### config.mk
export PLATFORM = sky130hd
export DESIGN_NAME = game_master_fsm_multi
export DESIGN_NICKNAME = d
export VERILOG_FILES = /design/src/rtl/game_master_fsm_multi.sv
export SDC_FILE = /design/constraint.sdc
export NUM_CORES = 1
export LEC_CHECK = 0
export BUFFER_PORTS_ARGS = -buffer_cell sky130_fd_sc_hd__buf_2
export CORE_ASPECT_RATIO = 1.25
export CORE_MARGIN = 2
export CORE_UTILIZATION = 30
export CTS_CLUSTER_SIZE = 24
export DETAILED_ROUTE_END_ITERATION = 12
export SLEW_MARGIN = 0
export SYNTH_ARGS = -nofsm -noshare
export SYNTH_HDL_FRONTEND = slang
export SYNTH_SLANG_ARGS = --single-unit
export TNS_END_PERCENT = 1
### constraint.sdc
create_clock -name clk -period 1.5 [get_ports clk]
set_input_delay 0.3 -clock clk [delete_from_list [all_inputs] [get_ports clk]]
set_output_delay 0.3 -clock clk [all_outputs]
set_load 0.02 [all_outputs]
### src/rtl/game_master_fsm_multi.sv
// game_master_fsm_multi: round/game sequencer for the sprite shooter, driving sprite strobes and score/lives bookkeeping.
module game_master_fsm_multi #(
  parameter int N_TARGETS = 3,
  parameter int MAX_LIVES = 3,
  parameter int WIN_SCORE = 3
) (
  input  logic                 clk,
  input  logic                 rst,
  input  logic                 launch_key,
  input  logic                 collision,
  input  logic                 collision_bullet,
  input  logic [N_TARGETS-1:0] target_within_screen,
  input  logic                 spaceship_within_screen,
  input  logic                 bullet_within_screen,
  input  logic                 end_of_game_timer_running,
  output logic [N_TARGETS-1:0] target_write_xy,
  output logic [N_TARGETS-1:0] target_write_dxy,
  output logic [N_TARGETS-1:0] target_enable_update,
  output logic                 spaceship_write_xy,
  output logic                 spaceship_write_dxy,
  output logic                 spaceship_enable_update,
  output logic                 bullet_write_xy,
  output logic                 bullet_write_dxy,
  output logic                 bullet_enable_update,
  output logic [MAX_LIVES-1:0] heart_visible,
  output logic                 end_of_game_timer_start,
  output logic                 game_won,
  output logic                 game_over,
  output logic [2:0]           score,
  output logic [2:0]           n_lives,
  output logic [2:0]           state_dbg
);
  typedef enum logic [2:0] {
    START_GAME  = 3'd0,
    START_ROUND = 3'd1,
    AIM         = 3'd2,
    SHOOT       = 3'd3,
    END_ROUND   = 3'd4,
    END_GAME    = 3'd5
  } state_t;
  state_t state_q, state_d;
  logic [2:0] score_q, score_d, lives_q, lives_d, cnt_q, cnt_d;
  logic won_q, won_d, seen_q, seen_d, first_q;
  logic tgt_xy_q, tgt_en_q, ship_dxy_q, ship_en_q, bul_dxy_q, timer_start_q;
  logic round_end;
  logic [2:0] lives_dec, score_inc;
  assign round_end = ~&target_within_screen | ~spaceship_within_screen | ~bullet_within_screen;
  assign lives_dec = (lives_q == 3'd0) ? lives_q : lives_q - 3'd1;
  assign score_inc = (score_q == 3'(WIN_SCORE)) ? score_q : score_q + 3'd1;
  always_comb begin
    state_d = state_q;
    score_d = score_q;
    lives_d = lives_q;
    won_d   = won_q;
    seen_d  = seen_q;
    cnt_d   = cnt_q;
    case (state_q)
      START_GAME: begin
        score_d = 3'd0;
        lives_d = 3'(MAX_LIVES);
        won_d   = 1'b0;
        state_d = START_ROUND;
      end
      START_ROUND: state_d = AIM;
      AIM: begin
        if (collision) begin
          lives_d = lives_dec;
          state_d = END_ROUND;
        end else if (collision_bullet) state_d = END_ROUND;
        else if (launch_key) state_d = SHOOT;
        else if (round_end) state_d = END_ROUND;
      end
      SHOOT: begin
        if (collision) begin
          lives_d = lives_dec;
          state_d = END_ROUND;
        end else if (collision_bullet) begin
          score_d = score_inc;
          state_d = END_ROUND;
        end else if (round_end) state_d = END_ROUND;
      end
      END_ROUND: begin
        seen_d = 1'b0;
        cnt_d  = 3'd0;
        if (score_q == 3'(WIN_SCORE)) begin
          won_d   = 1'b1;
          state_d = END_GAME;
        end else if (lives_q == 3'd0) begin
          won_d   = 1'b0;
          state_d = END_GAME;
        end else state_d = START_ROUND;
      end
      END_GAME: begin
        // cnt_q saturates so the entry cycle (cnt_q==0) is never revisited
        cnt_d  = (cnt_q == 3'd7) ? cnt_q : cnt_q + 3'd1;
        seen_d = seen_q | end_of_game_timer_running;
        if (!end_of_game_timer_running && (seen_q || cnt_q >= 3'd5)) state_d = START_GAME;
      end
      default: state_d = START_GAME;
    endcase
  end
  always_ff @(posedge clk or posedge rst) begin
    if (rst) begin
      state_q       <= START_GAME;
      score_q       <= 3'd0;
      lives_q       <= 3'(MAX_LIVES);
      won_q         <= 1'b0;
      seen_q        <= 1'b0;
      cnt_q         <= 3'd0;
      first_q       <= 1'b0;
      tgt_xy_q      <= 1'b0;
      tgt_en_q      <= 1'b0;
      ship_dxy_q    <= 1'b0;
      ship_en_q     <= 1'b0;
      bul_dxy_q     <= 1'b0;
      timer_start_q <= 1'b0;
    end else begin
      state_q       <= state_d;
      score_q       <= score_d;
      lives_q       <= lives_d;
      won_q         <= won_d;
      seen_q        <= seen_d;
      cnt_q         <= cnt_d;
      first_q       <= (state_d == SHOOT) && (state_q != SHOOT);
      tgt_xy_q      <= state_q == START_ROUND;
      tgt_en_q      <= (state_q == AIM) || (state_q == SHOOT);
      ship_dxy_q    <= (state_q == SHOOT) && first_q;
      ship_en_q     <= state_q == SHOOT;
      bul_dxy_q     <= (state_q == SHOOT) && first_q;
      timer_start_q <= (state_q == END_GAME) && (cnt_q == 3'd0);
    end
  end
  assign target_write_xy         = {N_TARGETS{tgt_xy_q}};
  assign target_write_dxy        = {N_TARGETS{tgt_xy_q}};
  assign target_enable_update    = {N_TARGETS{tgt_en_q}};
  assign spaceship_write_xy      = tgt_xy_q;
  assign spaceship_write_dxy     = ship_dxy_q;
  assign spaceship_enable_update = ship_en_q;
  assign bullet_write_xy         = tgt_xy_q;
  assign bullet_write_dxy        = bul_dxy_q;
  assign bullet_enable_update    = ship_en_q;
  assign end_of_game_timer_start = timer_start_q;
  assign game_won                = won_q;
  assign game_over               = state_q == END_GAME;
  assign score                   = score_q;
  assign n_lives                 = lives_q;
  assign state_dbg               = state_q;
  for (genvar h = 0; h < MAX_LIVES; h++) begin : g_heart
    assign heart_visible[h] = lives_q > 3'(h);
  end
endmodule

Word-level counts from Yosys, hierarchy flattened. Cells that the tools add are included.

Bits in registers: 20. Word-level logic and storage cells: 84.

$add $sub $neg: 3. Order comparisons: 4. Equality and inequality tests: 16. Mux-type cells: 23. Bitwise operators: 5. Reduce and logical (&&, ||, !) cells: 21.

Operators with widths (number): $mux 3 (15); $pmux 3 s2 (3); $pmux 3 s6 (1); $eq 3x2->1 const B (4); $ne 2x2->1 const B (5); $eq 3x3->1 const B (3); $logic_not 3->1 (3); $reduce_bool 2->1 (4); $add 3x1->3 const B (2); $gt 3x1->1 const B (2); $reduce_and 3->1 (2); $logic_and 1x1->1 (4); $pmux 1 s2 (2); $reduce_and 2->1 (2); $reduce_and 4->1 (1); $eq 3x1->1 const B (1); $ge 3x3->1 const B (1); $gt 3x2->1 const B (1); $ne 3x2->1 const B (1); $ne 3x3->1 const B (1); $or 1x1->1 (3); $sub 3x1->3 const B (1); $logic_not 1->1 (2); $logic_or 1x1->1 (2); 4 further kinds (6).

Logic depth before layout (Yosys ltp).
Depth in word-level cells: 11. Depth in mapped cells: 6. Mapped depth without buffers: 6.

Worst setup path after synthesis. No wires, ideal clock.

Kind: register to output. Start: register lives_q[0], in the netlist n_lives[0]. End: output port heart_visible[2]. Arrival time: 1.382 ns. Setup slack: -0.182 ns. Cell stages (with the launch flop): 4. Buffers on the path: 0. Path through: dfstp_2 > inv_1 > ha_1 > o21ai_0.

Cells in the longest elaborated chain, start to end: 1.

Ends and longest elaborated chain: start: declaration (RTL line 42) `logic [2:0] score_q, score_d, lives_q, lives_d, cnt_q, cnt_d;`; start signal: assignment (RTL line 106) `lives_q <= 3'(MAX_LIVES);`; start signal: assignment (RTL line 120) `lives_q <= lives_d;`; $gt 3x2->1 (RTL line 149) `assign heart_visible[h] = lives_q > 3'(h);`; end: declaration (RTL line 25) `output logic [MAX_LIVES-1:0] heart_visible,`.

Every way passes these cells.

Worst setup path in the final report.
Start: register score_q[1], in the netlist score[1]. End: register score_q[0], in the netlist score[0].

Cells in the longest elaborated chain, start to end: 3.

Ends and longest elaborated chain: start: declaration (RTL line 42); start signal: assignment (RTL line 119) `score_q <= score_d;`; $eq 3x2->1 (RTL line 49) `assign score_inc = (score_q == 3'(WIN_SCORE)) ? score_q : score_q + 3'd1;`; $ne 2x2->1 (no line); $reduce_and 4->1 (no line).

Every way passes these cells. A chain may end at the register's enable or synchronous reset.

==> flow_summary.html <==
<table>
<tr><th>Metric</th><th>Value</th></tr>
<tr><th colspan="2">Outcome</th></tr>
<tr><td>Result of the run</td><td>finished, violations left</td></tr>
<tr><td>Failing checks</td><td>negative setup slack</td></tr>
<tr><th colspan="2">Synth</th></tr>
<tr><td>Top cells by area in the synthesized netlist</td><td>sky130_fd_sc_hd__dfrtp_1, sky130_fd_sc_hd__ha_1, sky130_fd_sc_hd__buf_4</td></tr>
<tr><td>Number of enable-type register cells in the synthesized netlist</td><td>0</td></tr>
<tr><td>Fraction of the mapped netlist area in adder cells</td><td>10.4%</td></tr>
<tr><td>Unique masters post-synth</td><td>30</td></tr>
<tr><td>Cell taking the most area after synthesis</td><td>sky130_fd_sc_hd__dfrtp_1</td></tr>
<tr><td>Seq cells post-synth</td><td>20</td></tr>
<tr><td>Multiplexer area fraction after synthesis</td><td>4.27%</td></tr>
<tr><td>Fraction of synthesized cell area in xor and xnor cells</td><td>0%</td></tr>
<tr><td>Largest family of logic cells by synthesized area</td><td>simple AND/OR/NAND/NOR gates</td></tr>
<tr><td>Syn_nets</td><td>141</td></tr>
<tr><td>Yosys warns</td><td>0</td></tr>
<tr><td>Leading cell types by count after synthesis</td><td>sky130_fd_sc_hd__dfrtp_1, sky130_fd_sc_hd__buf_4, sky130_fd_sc_hd__ha_1</td></tr>
<tr><td>Sequential fraction of the synthesis area</td><td>41.8%</td></tr>
<tr><td>Share of flip-flops with an asynchronous set or reset</td><td>100%</td></tr>
<tr><td>Count leader, synth</td><td>sky130_fd_sc_hd__dfrtp_1</td></tr>
<tr><td>Top flip-flop cell by instance count after synthesis</td><td>sky130_fd_sc_hd__dfrtp_1</td></tr>
<tr><td>Simple-Gate Fraction of Synth Area</td><td>17.5%</td></tr>
<tr><td>Post-synthesis cell count</td><td>120</td></tr>
<tr><td>Area share of the largest cell type after synthesis</td><td>37.5%</td></tr>
<tr><td>Syn Area/Cell</td><td>10.0 um2</td></tr>
<tr><td>Compound-gate portion of the synthesized area</td><td>13.3%</td></tr>
<tr><td>Post-Syn Area</td><td>0.00120 mm2</td></tr>
<tr><th colspan="2">Critical path</th></tr>
<tr><td>Startpoint types</td><td>flop</td></tr>
<tr><td>Arrival time at the worst endpoint</td><td>1770 ps</td></tr>
<tr><td>Startpoint of the lowest-slack register-to-register path</td><td>score[1]</td></tr>
<tr><td>Required time worst endpoint</td><td>1700 ps</td></tr>
<tr><td>Class of the most critical setup path</td><td>reg2reg</td></tr>
<tr><td>Worst setup slack for register-to-register paths</td><td>-70 ps</td></tr>
<tr><td>Crit path max fanout</td><td>3</td></tr>
<tr><td>Critical Path Sink Type</td><td>flop</td></tr>
<tr><td>Critical path origin</td><td>score[1]</td></tr>
<tr><td>Number of cell instances on the worst register-to-register path</td><td>6</td></tr>
<tr><td>Terminus of the critical flop-to-flop path</td><td>score[0]</td></tr>
<tr><th colspan="2">Route</th></tr>
<tr><td>First-pass iteration count of the detailed router</td><td>4</td></tr>
<tr><td>Mean number of vias per cell</td><td>4.67</td></tr>
<tr><td>DRC violations left</td><td>0</td></tr>
<tr><td>Total wire length</td><td>2.79 mm</td></tr>
<tr><td>Vias post-DR</td><td>1,005</td></tr>
<tr><td>ANT nets after route</td><td>0</td></tr>
<tr><td>Initial DRC count</td><td>21</td></tr>
<tr><td>WL per Instance</td><td>13.0 um</td></tr>
<tr><th colspan="2">Finish</th></tr>
<tr><td>Area overhead of the layout relative to synthesis</td><td>34.7%</td></tr>
<tr><td>Final layout net count</td><td>183</td></tr>
<tr><td>Register area</td><td>505 um2</td></tr>
<tr><td>Share of post-route cells with drive strength above 1</td><td>47.8%</td></tr>
<tr><td>Number of antenna repair diodes</td><td>0</td></tr>
<tr><td>Final Non-Filler Cells</td><td>215</td></tr>
<tr><td>Area of the multi-input gates</td><td>618 um2</td></tr>
<tr><td>Total of fill cells in the finished design</td><td>379</td></tr>
<tr><th colspan="2">STA</th></tr>
<tr><td>Clock Skew</td><td>1.76 ps</td></tr>
<tr><td>Final Slew Violations</td><td>0</td></tr>
<tr><td>Post-route setup slack</td><td>-73.7 ps</td></tr>
<tr><td>Number of hold-slack violations in the final timing report</td><td>0</td></tr>
<tr><td>Min Clock Period, post-route</td><td>1570 ps</td></tr>
<tr><td>Setup Total Neg Slack</td><td>-309 ps</td></tr>
<tr><td>Worst relative slew slack</td><td>78.5%</td></tr>
<tr><td>Maximum clock rate</td><td>635 MHz</td></tr>
<tr><td>Unrepaired setup endpoints after global routing</td><td>true</td></tr>
<tr><td>Share of the cycle needed by the critical path after routing</td><td>105%</td></tr>
<tr><td>Setup Viol. Count Final</td><td>6</td></tr>
<tr><td>Worst-Margin Slew</td><td>322 ps</td></tr>
<tr><th colspan="2">Place</th></tr>
<tr><td>Number of placed instances with taps included</td><td>207</td></tr>
<tr><td>HPWL after detailed placement</td><td>2.10 mm</td></tr>
<tr><td>Gpl congestion</td><td>0.811</td></tr>
<tr><td>Input/output buffers</td><td>40</td></tr>
<tr><td>Pre-CTS setup slack</td><td>-21.0 ps</td></tr>
<tr><th colspan="2">Clocking</th></tr>
<tr><td>Maximum level of the CTS H-tree</td><td>1</td></tr>
<tr><td>Worst-path clk slew</td><td>80 ps</td></tr>
<tr><td>Clock Latency Late Sink</td><td>260 ps</td></tr>
<tr><td>TritonCTS clock tree</td><td>built</td></tr>
<tr><td>Largest buffer count on any clock path</td><td>2</td></tr>
<tr><td>Total of hold buffers inserted after clock tree synthesis</td><td>0</td></tr>
<tr><td>CTS buffer count</td><td>3</td></tr>
<tr><td>TritonCTS Sinks</td><td>20</td></tr>
<tr><td>Root buffer cell</td><td>sky130_fd_sc_hd__clkbuf_8</td></tr>
<tr><th colspan="2">Power</th></tr>
<tr><td>Peak supply drop</td><td>470 uV</td></tr>
<tr><td>Fraction of power consumed by combinational cells</td><td>54.9%</td></tr>
<tr><td>Internal Dissipation</td><td>1.80 mW</td></tr>
<tr><td>Reg power frac</td><td>27.6%</td></tr>
<tr><td>Switching Power</td><td>1.34 mW</td></tr>
<tr><td>Leakage power of the design</td><td>0.846 nW</td></tr>
<tr><td>Power density over the cells</td><td>1940 mW/mm2</td></tr>
<tr><td>Net switching share of the total power</td><td>42.6%</td></tr>
<tr><td>Clock power frac</td><td>17.4%</td></tr>
<tr><th colspan="2">Die</th></tr>
<tr><td>Initial Utilization</td><td>31.5%</td></tr>
<tr><td>I/O pins</td><td>41</td></tr>
<tr><td>Number of core rows</td><td>25</td></tr>
<tr><td>Floorplan die width</td><td>60.6 um</td></tr>
<tr><td>Core area</td><td>0.00382 mm2</td></tr>
<tr><td>Die span in y</td><td>74.8 um</td></tr>
<tr><td>Total Die Area</td><td>0.00453 mm2</td></tr>
<tr><th colspan="2">GRT</th></tr>
<tr><td>Initial antenna violation count</td><td>0</td></tr>
<tr><td>Maximum number of pins on one net before global-route repair</td><td>21</td></tr>
<tr><td>Wire length of the first global-routing pass</td><td>4.45 mm</td></tr>
<tr><td>Global-route total usage across every layer</td><td>12.9%</td></tr>
<tr><td>Via count of the first global-routing pass</td><td>1,018</td></tr>
<tr><td>Sum of overflow across all layers after global routing</td><td>0</td></tr>
<tr><th colspan="2">Job</th></tr>
<tr><td>Max-cap check violation count</td><td>0</td></tr>
<tr><th colspan="2">Min path</th></tr>
<tr><td>Path type of the worst min-delay path</td><td>in2async</td></tr>
</table>
## critical path, stage by stage (launching register included)
cell and delay [ps]:
sky130_fd_sc_hd__dfrtp_2 430, sky130_fd_sc_hd__ha_4 160, sky130_fd_sc_hd__ha_2 170, sky130_fd_sc_hd__and4bb_2 330
sky130_fd_sc_hd__nand2_1 90, sky130_fd_sc_hd__mux2i_1 160, sky130_fd_sc_hd__a22o_1 160
## metrics by stage
stage	total power, mW	instance area, um2	util, %	hold WS [ps]
2_1_floorplan	2.03	1230	-	262
3_3_place_gp	2.33	1440	37.7	336
3_5_place_dp	2.38	1440	37.7	339
4_1_cts	3.09	1600	41.9	59.7
5_1_grt	3.34	1620	42.4	83.1
6_report	3.14	1620	42.4	49.0
## power groups by stage
stage / sequential, mW / clock (mW) / combinational [mW]
after floorplan: 1.00 / 0 / 1.02
after global placement: 0.858 / 0 / 1.47
after detailed placement: 0.861 / 0 / 1.52
after CTS: 0.861 / 0.554 / 1.68
after global routing: 0.896 / 0.567 / 1.88
final: 0.867 / 0.546 / 1.72
## flip-flops by register name, indices dropped and copies added, names as in the netlist
| signal | flops |
|---|---|
| cnt_q | 3 |
| n_lives | 3 |
| score | 3 |
| state_dbg | 3 |
| bullet_enable_update | 1 |
| bullet_write_dxy | 1 |
| bullet_write_xy | 1 |
| end_of_game_timer_start | 1 |
| first_q | 1 |
| game_won | 1 |
| seen_q | 1 |
| tgt_en_q | 1 |
## layout make-up
class / count / share of cell area (%)
clock inverters: 1 / 1.85
clock buffers: 3 / 2.55
well taps: 54 / 4.17
repair buffers: 53 / 20.2
flip-flops and latches: 20 / 31.2
inverters: 8 / 1.85
multi-input cells: 76 / 38.2
## metal layers
layer  wire length [um]  global-route usage (%)  vias to the layer above
li1                   -                       -                      483
met1               1180                    15.4                      479
met2               1410                    22.1                       37
met3                159                    3.26                        6
met4                 42                    4.83                        0
met5                  0                       0                        -
## layout by cell type, fill, tap and decap left out, drive strengths merged, types with 5 or more instances in the layout
| master | instances |
|---|---|
| a21oi | 7 |
| a22o | 5 |
| buf | 53 |
| dfrtp | 18 |
| ha | 10 |
| inv | 8 |
| nand2 | 9 |
| nor2 | 7 |
## logic make-up (layout without fill, tap and decap cells)
group                      Yosys count  after routing
and+or+nand+nor                     37             37
AOI/OAI and AO/OA                   24             24
muxes                                5              5
DFF                                 20             20
buffers and inverters               24             65
adders and majority gates           10             10
## worst max path at each step
stage | end | slack [ps]
after floorplan | heart_visible[2] | -30
after global placement | score[0] | 40
after detailed placement | score[0] | -20
after CTS | heart_visible[2] | -100
after global routing | heart_visible[1] | -100
final | score[0] | -70
## repair_timing
action | CTS | global route
pin swaps | 4 | 4
gates resized for setup | 17 | 5
setup buffers | 4 | 0
setup endpoints to repair | 6 | 10
Power figures use the tool's default switching activity.
